**config.mk**
```make
export PLATFORM = sky130hd
export DESIGN_NAME = baud_tick_ctrl
export DESIGN_NICKNAME = d
export VERILOG_FILES = /design/src/rtl/baud_tick_ctrl_pkg.sv /design/src/rtl/baud_tick_ctrl_counter.sv /design/src/rtl/baud_tick_ctrl.sv
export SDC_FILE = /design/constraint.sdc
export NUM_CORES = 1
export LEC_CHECK = 0
export ABC_AREA = 1
export BUFFER_PORTS_ARGS = -buffer_cell sky130_fd_sc_hd__buf_2
export CAP_MARGIN = 20
export CORE_ASPECT_RATIO = 0.9
export CORE_MARGIN = 4
export CORE_UTILIZATION = 31
export CTS_BUF_LIST = sky130_fd_sc_hd__clkbuf_16
export CTS_CLUSTER_SIZE = 25
export DETAILED_ROUTE_END_ITERATION = 8
export GPL_TIMING_DRIVEN = 1
export PLACE_DENSITY = 0.52
export SYNTH_ARGS = -nofsm -noshare
export SYNTH_HDL_FRONTEND = slang
export SYNTH_SLANG_ARGS = --single-unit
```
**constraint.sdc**
```tcl
create_clock -name clk_in -period 5.7 [get_ports clk_in]
set_input_delay 1.14 -clock clk_in [delete_from_list [all_inputs] [get_ports clk_in]]
set_output_delay 1.14 -clock clk_in [all_outputs]
set_load 0.01 [all_outputs]
```
**src/rtl/baud_tick_ctrl_pkg.sv**
```systemverilog
// Shared definitions for the baud tick controller: FSM state encoding and
// divisor constants for the 12 MHz board clock.
package baud_tick_ctrl_pkg;

  typedef enum logic [1:0] {
    ST_IDLE = 2'd0,
    ST_RUN  = 2'd1,
    ST_DONE = 2'd2
  } state_e;

  localparam int unsigned BOARD_CLK_HZ = 12_000_000;

  // Integer divisors; the fractional remainder is the accepted baud error.
  localparam int unsigned B9600   = BOARD_CLK_HZ / 9600;
  localparam int unsigned B19200  = BOARD_CLK_HZ / 19200;
  localparam int unsigned B115200 = BOARD_CLK_HZ / 115200;

  localparam int unsigned DEF_DIV_W = 16;
  localparam int unsigned DEF_CNT_W = 4;
  localparam int unsigned MIN_DIV   = 2;

  function automatic logic state_busy(input state_e s);
    return s != ST_IDLE;
  endfunction

endpackage

```
**src/rtl/baud_tick_ctrl_counter.sv**
```systemverilog
// Modulo-div counter: counts while en, wraps to 0 on terminal count, clr wins.
// tc is combinational from the registered count; no backpressure.
module baud_tick_ctrl_counter #(
  parameter int DIV_W = 16
) (
  input  logic             clk_in,
  input  logic             rstn,
  input  logic             clr,
  input  logic             en,
  input  logic [DIV_W-1:0] div,
  output logic [DIV_W-1:0] cnt,
  output logic             tc
);

  logic [DIV_W-1:0] cnt_d;
  logic [DIV_W-1:0] cnt_q;

  assign cnt = cnt_q;
  assign tc  = en && !clr && (cnt_q == div - DIV_W'(1));

  always_comb begin
    cnt_d = cnt_q;
    if (clr) begin
      cnt_d = '0;
    end else if (en) begin
      cnt_d = tc ? '0 : cnt_q + DIV_W'(1);
    end
  end

  always_ff @(posedge clk_in or negedge rstn) begin
    if (!rstn) begin
      cnt_q <= '0;
    end else begin
      cnt_q <= cnt_d;
    end
  end

endmodule

```
**src/rtl/baud_tick_ctrl.sv**
```systemverilog
// Burst tick sequencer: N one-cycle ticks spaced div_q cycles after start, then done; registered outputs,
// config only accepted in IDLE (cfg_ready). Optional mid-period half_tick when BAUD_HALF_TICK_EN is defined.
module baud_tick_ctrl
  import baud_tick_ctrl_pkg::*;
#(
  parameter int          DIV_W   = 16,
  parameter int          CNT_W   = 4,
  parameter int unsigned DEF_DIV = B115200
) (
  input  logic             clk_in,
  input  logic             rstn,
  input  logic             cfg_valid,
  input  logic [DIV_W-1:0] cfg_div,
  output logic             cfg_ready,
  input  logic             start,
  input  logic [CNT_W-1:0] nticks,
  input  logic             abort,
  output logic             busy,
  output logic             tick,
  output logic             done
`ifdef BAUD_HALF_TICK_EN
  ,
  output logic             half_tick
`endif
);

  state_e           state_q;
  logic [DIV_W-1:0] div_q;
  logic [CNT_W-1:0] rem_q;
  logic             tick_q;
  logic             done_q;

  logic             run;
  logic [DIV_W-1:0] cnt;
  logic             tc;

  function automatic logic [DIV_W-1:0] clamp_div(input logic [DIV_W-1:0] d);
    return (d < DIV_W'(MIN_DIV)) ? DIV_W'(MIN_DIV) : d;
  endfunction

  assign run       = (state_q == ST_RUN);
  assign busy      = state_busy(state_q);
  assign cfg_ready = (state_q == ST_IDLE);
  assign tick      = tick_q;
  assign done      = done_q;

  // Counter only advances in RUN; abort clears it on the same edge as the FSM.
  baud_tick_ctrl_counter #(
    .DIV_W(DIV_W)
  ) u_counter (
    .clk_in(clk_in),
    .rstn  (rstn),
    .clr   (abort || !run),
    .en    (run),
    .div   (div_q),
    .cnt   (cnt),
    .tc    (tc)
  );

  always_ff @(posedge clk_in or negedge rstn) begin
    if (!rstn) begin
      state_q <= ST_IDLE;
      div_q   <= DIV_W'(DEF_DIV);
      rem_q   <= '0;
      tick_q  <= 1'b0;
      done_q  <= 1'b0;
    end else begin
      tick_q <= 1'b0;
      done_q <= 1'b0;
      if (cfg_valid && cfg_ready) begin
        div_q <= clamp_div(cfg_div);
      end
      if (abort) begin
        state_q <= ST_IDLE;
        rem_q   <= '0;
      end else begin
        case (state_q)
          ST_IDLE: begin
            if (start && (nticks != '0)) begin
              state_q <= ST_RUN;
              rem_q   <= nticks;
            end
          end
          ST_RUN: begin
            if (tc) begin
              tick_q <= 1'b1;
              rem_q  <= rem_q - CNT_W'(1);
              if (rem_q == CNT_W'(1)) begin
                state_q <= ST_DONE;
              end
            end
          end
          ST_DONE: begin
            done_q  <= 1'b1;
            state_q <= ST_IDLE;
          end
          default: begin
            state_q <= ST_IDLE;
          end
        endcase
      end
    end
  end

`ifdef BAUD_HALF_TICK_EN
  logic half_q;
  logic half_hit;

  // div_q >= 2, so the midpoint compare never underflows.
  assign half_hit  = run && !abort && (cnt == (div_q >> 1) - DIV_W'(1));
  assign half_tick = half_q;

  always_ff @(posedge clk_in or negedge rstn) begin
    if (!rstn) begin
      half_q <= 1'b0;
    end else begin
      half_q <= half_hit;
    end
  end
`endif

  cnt_in_range : assert property (@(posedge clk_in) disable iff (!rstn) cnt < div_q);

endmodule

```
Word-level counts from Yosys, hierarchy flattened. Cells that the tools add are included.

Bits of input ports: 25. Latch bits: 0. Memory bits (read-only): 0. Flip-flop bits (word level): 40. Memories kept: 0. Word-level logic and storage cells: 49. Output and inout port bits: 4. Bits in writable memories: 0.

Divide/modulo/power cells: 0. $add $sub $neg: 3. Shift-type cells: 0. Equality and inequality tests: 7. Magnitude comparators: 1. Multipliers: 0. Bitwise logic cells: 0. Reduce and logical (&&, ||, !) cells: 14. Mux-type cells: 18.

Operators by type and width (count): two-way mux 16 bit (4); adder 16 x 1 -> 16 bit, second input constant (1); == test 16 bit (1); less-than comparator 16 x 2 -> 1 bit, second input constant (1); subtractor 16 x 1 -> 16 bit, second input constant (1); two-way mux 4 bit (3); two-way mux 2 bit (4); one-hot mux 4 bit (2 select lines) (1); != test 3 x 2 -> 1 bit, second input constant (2); AND reduction 3 bit (2); two-way mux 1 bit (5); == test 4 x 1 -> 1 bit, second input constant (1); logical AND 1 bit (4); one-hot mux 2 bit (2 select lines) (1); nonzero test 2 bit (2); nonzero test 4 bit (1); subtractor 4 x 1 -> 4 bit, second input constant (1); != test 3 x 1 -> 1 bit, second input constant (1); nonzero test 3 bit (1); == test 2 x 1 -> 1 bit, second input constant (1); == test 2 bit, second input constant (1); zero test 1 bit (2); zero test 2 bit (1); logical OR 1 bit (1).

Depth between registers and ports, before layout. Gate-level depths: netlist (run 1).

Depth after elaboration: 9. Mapped depth: 16. Depth with buffers taken out: 16.

Hierarchy. A second synthesis (run 1) with hierarchy kept.

Cell total of the unflattened synthesis: 454. Area, all modules: 3075.4 um^2.

By module, submodules not included: baud_tick_ctrl_counter (times used 1, area each 1884.3 um^2, cells each 308, seq. area each 400.4 um^2); baud_tick_ctrl (times used 1, area each 1191.1 um^2, cells each 146, seq. area each 604.3 um^2).

Worst setup path before layout (run 1). No wires, ideal clock.

Path type: register -> output. Start point: register state_q[1]. End point: output busy. Slack: 3.790 ns. Cell stages (with the launch flop): 3. Required time: 4.560 ns. Arrival time: 0.770 ns. Cells stage by stage: dfrtp_1 nor2_1 inv_1.

Longest elaborated chain between the ends: 1.

Ends and longest elaborated chain: from (decl) (RTL line baud_tick_ctrl.sv:27) `state_e state_q;`; from (signal assigned) (RTL line baud_tick_ctrl.sv:62) `state_q <= ST_IDLE;`; from (signal assigned) (RTL line baud_tick_ctrl.sv:74) `state_q <= ST_IDLE;`; from (signal assigned) (RTL line baud_tick_ctrl.sv:80) `state_q <= ST_RUN;`; nonzero test 2 bit (RTL line baud_tick_ctrl_pkg.sv:23) `return s != ST_IDLE;`; to (decl) (RTL line baud_tick_ctrl.sv:18) `output logic busy,`.

No other way between the ends.

Worst setup path after layout (run 1).
Start point: input cfg_valid. End point: register div_q[0].

Longest elaborated chain between the ends: 1.

Ends and longest elaborated chain: from (decl) (RTL line baud_tick_ctrl.sv:12) `input logic cfg_valid,`; logical AND 1 bit (RTL line baud_tick_ctrl.sv:70) `if (cfg_valid && cfg_ready) begin`; to (signal assigned) (RTL line baud_tick_ctrl.sv:63) `div_q <= DIV_W'(DEF_DIV);`; to (signal assigned) (RTL line baud_tick_ctrl.sv:71) `div_q <= clamp_div(cfg_div);`; to (decl) (RTL line baud_tick_ctrl.sv:28) `logic [DIV_W-1:0] div_q;`.

No other way between the ends. A chain may end at the register's enable or synchronous reset.

==> flow_metrics.tcl, run 1 <==
set metrics [dict create \
    synthCells 354 \
    mappedNetlistArea_um2 2590 \
    hold_violations 0 \
    drive_gt1_share_pct 15.5 \
    place_hpwl_um 4690 \
    ff2ff_setup_slack_ns 3.39 \
    wl_per_cell_um 12.2 \
    worstSetupEndpointType "flip-flop" \
    cts.sinks 40 \
    p_leak_nw 1.48 \
    hp-class "flip-flop to flip-flop" \
    cp-startpoint "cfg_valid" \
    max_stage_delay_ns 0.56 \
    finalPower_mw 1.35 \
    setup_tns_ns 0 \
    synth_mux_area_share_pct 0 \
    rows 31 \
    min_path_cells 1 \
    cts_buffer_depth 2 \
    synth_top_area_cell "dfrtp_1" \
    cts_root_buf "clkbuf_16" \
    path_max_fanout 19 \
    tightest_slew_ns 0.932 \
    synth_top_area_share_pct 35.7 \
    synth_edf_count 0 \
    path_delay_family "buffers and inverters" \
    maxSlewViolCount 0 \
    firstDrtPassIters 4 \
    reg2regPathDepth 15 \
    synth-xor-area-share_pct 9.11 \
    vias 2213 \
    synth.net_count 383 \
    cellPowerDensity_nw_per_um2 449 \
    synth_area_leaders "dfrtp_1 (36%), nand2_1 (15%), inv_1 (6.4%), nor2_1 (6.2%), xnor2_1 (5.1%)" \
    ctsHoldBuffers 0 \
    vdd_drop_max_uv 149 \
    period_minus_slack_ns 2.35 \
    cp.arrival_ns 2.50 \
    io_buffers 28 \
    yosys-top-cells-count "nand2_1 (107), inv_1 (44), nor2_1 (43), dfrtp_1 (37), nand3_1 (20)" \
    drtIter0Drc 47 \
    area_growth_pct 15.5 \
    syn_avg_cell_area_um2 7.33 \
    cts_tree "done" \
    grt_pass1_vias 2185 \
    yosys.area_share.simple_pct 37.7 \
    synth_top_family_by_area "simple AND/OR/NAND/NOR gates" \
    path_cells "buf_2 -> nand2_1 -> clkinv_1 -> nand3_1 -> o21ai_0" \
    drc 0 \
    coreArea_um2 8110 \
    track_usage_pct 13.0 \
    dieArea_um2 9900 \
    required_ns 5.85 \
    synth_compound_area_share_pct 4.77 \
    ant_nets 0 \
    htreeDepth 2 \
    initial_core_util_pct 32.0 \
    ys_seq_area_share_pct 38.7 \
    maxCapViolCount 0 \
    r2r_start "div_q[0]$_DFFE_PN0P_" \
    diodes 0 \
    setup_viol 0 \
    ys_types 35 \
    postCtsSetupBuffers 0 \
    die_y_um 94.8 \
    rsz0062_at_grt "false" \
    hold_start "state_q[0]$_DFFE_PN0P_" \
    hold-path-endpoint "done$_DFF_PN0_" \
    relSlewSlack_pct 37.9 \
    clock_skew_ns 0.00397 \
    dpl.cell_count 477 \
    grt_pass1_wl_um 10300 \
    routed_wl_um 5940 \
    cts_resized 0 \
    grt_max_degree 41 \
    start_kind "input pin" \
    ys_ff_latch 40 \
    ys.flop_type "dfrtp_1" \
    yosys.cell_count.top_type "nand2_1" \
    status "finished clean" \
    numCtsBuffers 5 \
    clkTransAtPathRegs_ns 0.06 \
    regToRegEndpoint "rem_q[1]$_DFFE_PN0P_" \
    via_per_inst 4.56 \
    antenna_found_initial 0 \
    die_w_um 104 \
    gp_congestion 0.796 \
    fin_crit_sh_pct 41.2 \
    fmax_ghz 0.426 \
    crit_type "input pin to flip-flop" \
    synth_adder_area_share_pct 1.93 \
    async_reset_ff_share_pct 100 \
    io_pins 29 \
    hold_ws_ns 0.451 \
    cp_slowest_cell "clkinv_1" \
    nets 414 \
    finalNonFillerCells 485 \
    ys.warnings.count 0 \
    critical_path_buf_inv_count 2 \
    grt-ovfl-total 0 \
    clk_latency_ns 0.28 \
]
[power by group]
| group | switching [mW] | internal, mW |
|---|---|---|
| clock | 0.111 | 0.206 |
| combinational | 0.357 | 0.209 |
| sequential | 0.0937 | 0.369 |
[stage by stage]
step	setup WS, ns	cell area, um2	utilization [%]
floorplan	3.79	2590	-
global placement	3.04	2830	34.9
detailed placement	3.05	2830	34.9
CTS	3.35	3000	37.0
global route	3.16	3000	37.0
finish	3.35	3000	37.0
[kinds of logic (layout without fill, tap and decap cells)]
family,Yosys count,count (layout)
AND/OR/NAND/NOR,211,211
buffers and inverters,50,82
flip-flops,40,40
XOR/XNOR,27,27
AO/OA/AOI/OAI,22,22
adder cells (fa/ha/maj),4,4
[final cells by class]
type                            count  area (um2)
Tap cell                           99         124
Sequential cell                    40        1000
Clock inverter                      3        42.5
Fill cell                         828        5110
Inverter                           46         173
Multi-Input combinational cell    264        1390
Clock buffer                        5         125
Timing Repair Buffer               28         140
[per-layer routing]
| layer | up-vias | part of all wire [%] | global-route usage (%) |
|---|---|---|---|
| met1 | 1016 | 49 | 17.3 |
| met3 | 2 | 2.7 | 2.12 |
| li1 | 1176 | - | - |
| met5 | - | 0 | 0 |
| met4 | 0 | 0.64 | 3.88 |
| met2 | 19 | 47 | 22.0 |
[sequential cells by signal (all words and copies together) (netlist names)]
name           flops
div_q             16
done               1
rem_q              4
state_q            2
tick               1
u_counter.cnt     16
[how the worst max path moves through the flow]
stage	endpoint	slack (ns)	cells after the start
after floorplan	busy	3.79	2
after global placement	div_q[0]$_DFFE_PN0P_	3.04	5
after detailed placement	div_q[0]$_DFFE_PN0P_	3.05	5
after CTS	div_q[0]$_DFFE_PN0P_	3.35	5
after global routing	rem_q[2]$_DFFE_PN0P_	3.16	15
final	div_q[0]$_DFFE_PN0P_	3.35	5
[placed cells by master (no fill, tap or decap), types with 4 or more instances in the layout]
cell type,count
a21oi_1,5
buf_2,28
clkbuf_16,5
dfrtp_1,37
ha_1,4
inv_1,44
nand2_1,107
nand3_1,20
nand4_1,10
nor2_1,43
nor2_2,8
o21ai_0,10
xnor2_1,15
xor2_1,12
Power figures use the tool's default switching activity.
==> inputs of run 2 (changes only) <==
ABC_AREA = 0   (was 1)
clock period = 2.2 ns   (was 5.7 ns; I/O delays follow)
==> flow_metrics.tcl, run 2 <==
set metrics [dict create \
    synth_edf_count 0 \
    ctsHoldBuffers 0 \
    clock_skew_ns 0.00602 \
    ys_types 59 \
    die_y_um 93.6 \
    cp.arrival_ns 2.60 \
    cts_tree "done" \
    wl_per_cell_um 14.8 \
    numCtsBuffers 5 \
    synth_area_leaders "dfrtp_1 (37%), xor2_1 (6.9%), mux2_2 (5.8%), nor2_1 (4.6%), xnor2_1 (3.5%)" \
    fmax_ghz 0.411 \
    drtIter0Drc 76 \
    via_per_inst 5.11 \
    setup_tns_ns -3.56 \
    grt_pass1_wl_um 10000 \
    status "finished, violations left" \
    dieArea_um2 9640 \
    io_pins 29 \
    ys.flop_type "dfrtp_1" \
    initial_core_util_pct 32.6 \
    worstSetupEndpointType "flip-flop" \
    yosys.cell_count.top_type "dfrtp_1" \
    fin_util_pct 42.7 \
    synth_top_area_cell "dfrtp_1" \
    p_leak_nw 1.38 \
    clkTransAtPathRegs_ns 0.06 \
    ant_nets 0 \
    finalNonFillerCells 416 \
    hp-class "input pin to async pin" \
    dpl.cell_count 405 \
    rows 30 \
    die_w_um 103 \
    tightest_slew_ns 0.553 \
    ys_ff_latch 40 \
    antenna_found_initial 0 \
    drive_gt1_share_pct 37.2 \
    ys.warnings.count 0 \
    gp_congestion 0.823 \
    cts_root_buf "clkbuf_16" \
    mappedNetlistArea_um2 2520 \
    vdd_drop_max_uv 277 \
    maxCapViolCount 0 \
    clk_latency_ns 0.28 \
    r2r_start "div_q[1]$_DFFE_PN0P_" \
    async_reset_ff_share_pct 100 \
    nets 348 \
    hold_ws_ns 0.114 \
    crit_type "flip-flop to flip-flop" \
    vias 2127 \
    fillers 775 \
    regToRegEndpoint "rem_q[0]$_DFFE_PN0P_" \
    routed_wl_um 6170 \
    io_buffers 28 \
    synth.net_count 289 \
    grt_pass1_vias 2042 \
    path_max_fanout 5 \
    drc 0 \
    htreeDepth 2 \
    ys_seq_area_share_pct 39.9 \
    cellPowerDensity_nw_per_um2 660 \
    synthCells 260 \
    synth_top_area_share_pct 36.7 \
    violations "setup timing" \
    diodes 0 \
    coreArea_um2 7730 \
    reg2regPathDepth 9 \
    final_cell_mix "dfrtp_1 (36), buf_4 (29), buf_2 (28)" \
    yosys-top-cells-count "dfrtp_1 (37), nor2_1 (31), xor2_1 (20), nand2_1 (14), mux2_2 (13)" \
    fin_crit_sh_pct 111 \
    rsz0062_at_grt "true" \
    final_common_cell "dfrtp_1" \
    worst_slack_ns -0.234 \
    cts_buffer_depth 2 \
    start_kind "flip-flop" \
    ff2ff_setup_slack_ns -0.23 \
    firstDrtPassIters 4 \
    period_minus_slack_ns 2.43 \
    syn_avg_cell_area_um2 9.70 \
    track_usage_pct 13.4 \
    area_growth_pct 31.1 \
    required_ns 2.37 \
    grt-ovfl-total 0 \
    place_hpwl_um 4730 \
    cts.sinks 40 \
    setup_viol 23 \
    relSlewSlack_pct 62.6 \
    grt_max_degree 23 \
    hold_violations 0 \
    maxSlewViolCount 0 \
]
-- run 2: cell count changes after synthesis, sizes merged, moves of 5 or more --
cell,previous run,this run
xnor2,15,10
o21ai,12,7
nand3,21,11
nor2,53,31
nand2b,0,5
nor4,4,9
inv,45,7
clkbuf,2,9
xor2,12,20
mux2,0,13
nand2,111,14
-- run 2: critical path, cell delays in order, from the launching register on --
cell and delay (ns):
dfrtp_2 0.44, inv_2 0.08, ha_4 0.13, nor3b_4 0.27
nand3_2 0.12, or2_4 0.27, a221oi_4 0.30, nand4bb_4 0.17
or2_4 0.29, a211o_1 0.25
-- run 2: area by class of cell --
cell class                 instances  area, um2  area share (%)
timing repair buffer              63        434            13.1
clock buffer                       5        125            3.79
clock inverter                     3       38.8            1.17
multi-input combinational        202       1550            47.0
inverter                           7       26.3           0.795
tap                               96        120            3.63
sequential                        40       1010            30.4
-- run 2: what timing repair did --
item,in CTS,in global routing
setup endpoints to repair,23,23
gates resized for setup,2,28
pin swaps,4,19
buffers inserted,2,1
hold endpoints to repair,0,0
-- run 2: how the worst max path moves through the flow --
stage | from | end | slack [ns] | cells after the start
CTS | div_q[1]$_DFFE_PN0P_ | rem_q[0]$_DFFE_PN0P_ | -0.19 | 7
floorplan | div_q[0]$_DFFE_PN0P_ | rem_q[0]$_DFFE_PN0P_ | -0.19 | 9
finish | div_q[1]$_DFFE_PN0P_ | rem_q[0]$_DFFE_PN0P_ | -0.23 | 9
global placement | div_q[1]$_DFFE_PN0P_ | rem_q[3]$_DFFE_PN0P_ | -0.17 | 10
detailed placement | div_q[1]$_DFFE_PN0P_ | rem_q[3]$_DFFE_PN0P_ | -0.22 | 10
global route | div_q[1]$_DFFE_PN0P_ | rem_q[0]$_DFFE_PN0P_ | -0.34 | 9
-- run 2: metal layers --
metal / global-route usage [%] / vias to the layer above / wire length (um)
met2: 18.8 / 36 / 2790
met3: 2.76 / 7 / 232
li1: - / 1061 / -
met5: 0 / - / 0
met4: 5.39 / 0 / 99
met1: 19.9 / 1023 / 3050
-- run 2: report_power, final --
| group | leakage, nW | switching [mW] | internal, mW | total, mW |
|---|---|---|---|---|
| Combinational | 0.780 | 0.239 | 0.250 | 0.488 |
| Clock | 0.0850 | 0.289 | 0.529 | 0.817 |
| Sequential | 0.513 | 0.0789 | 0.797 | 0.876 |
-- run 2: stage by stage --
stage                     total power [mW]  worst slack [ns]  cell area (um2)
after floorplan                       1.14            -0.188             2520
after global placement                1.34            -0.172             2990
after detailed placement              1.34            -0.215             2990
after CTS                             2.18            -0.191             3190
after global routing                  2.31            -0.342             3300
final                                 2.18            -0.234             3300
-- run 2: kinds of logic (layout without fill, tap and decap cells) --
logic type,after synthesis,count (layout),share of synthesized area [%]
AOI/OAI and AO/OA,40,40,12.3
xor gates and xnor gates,30,30,10.4
adders and majority gates,4,4,1.99
buffers and inverters,18,78,2.88
DFF,40,40,39.9
muxes,13,13,5.81
and+or+nand+nor,115,115,26.8
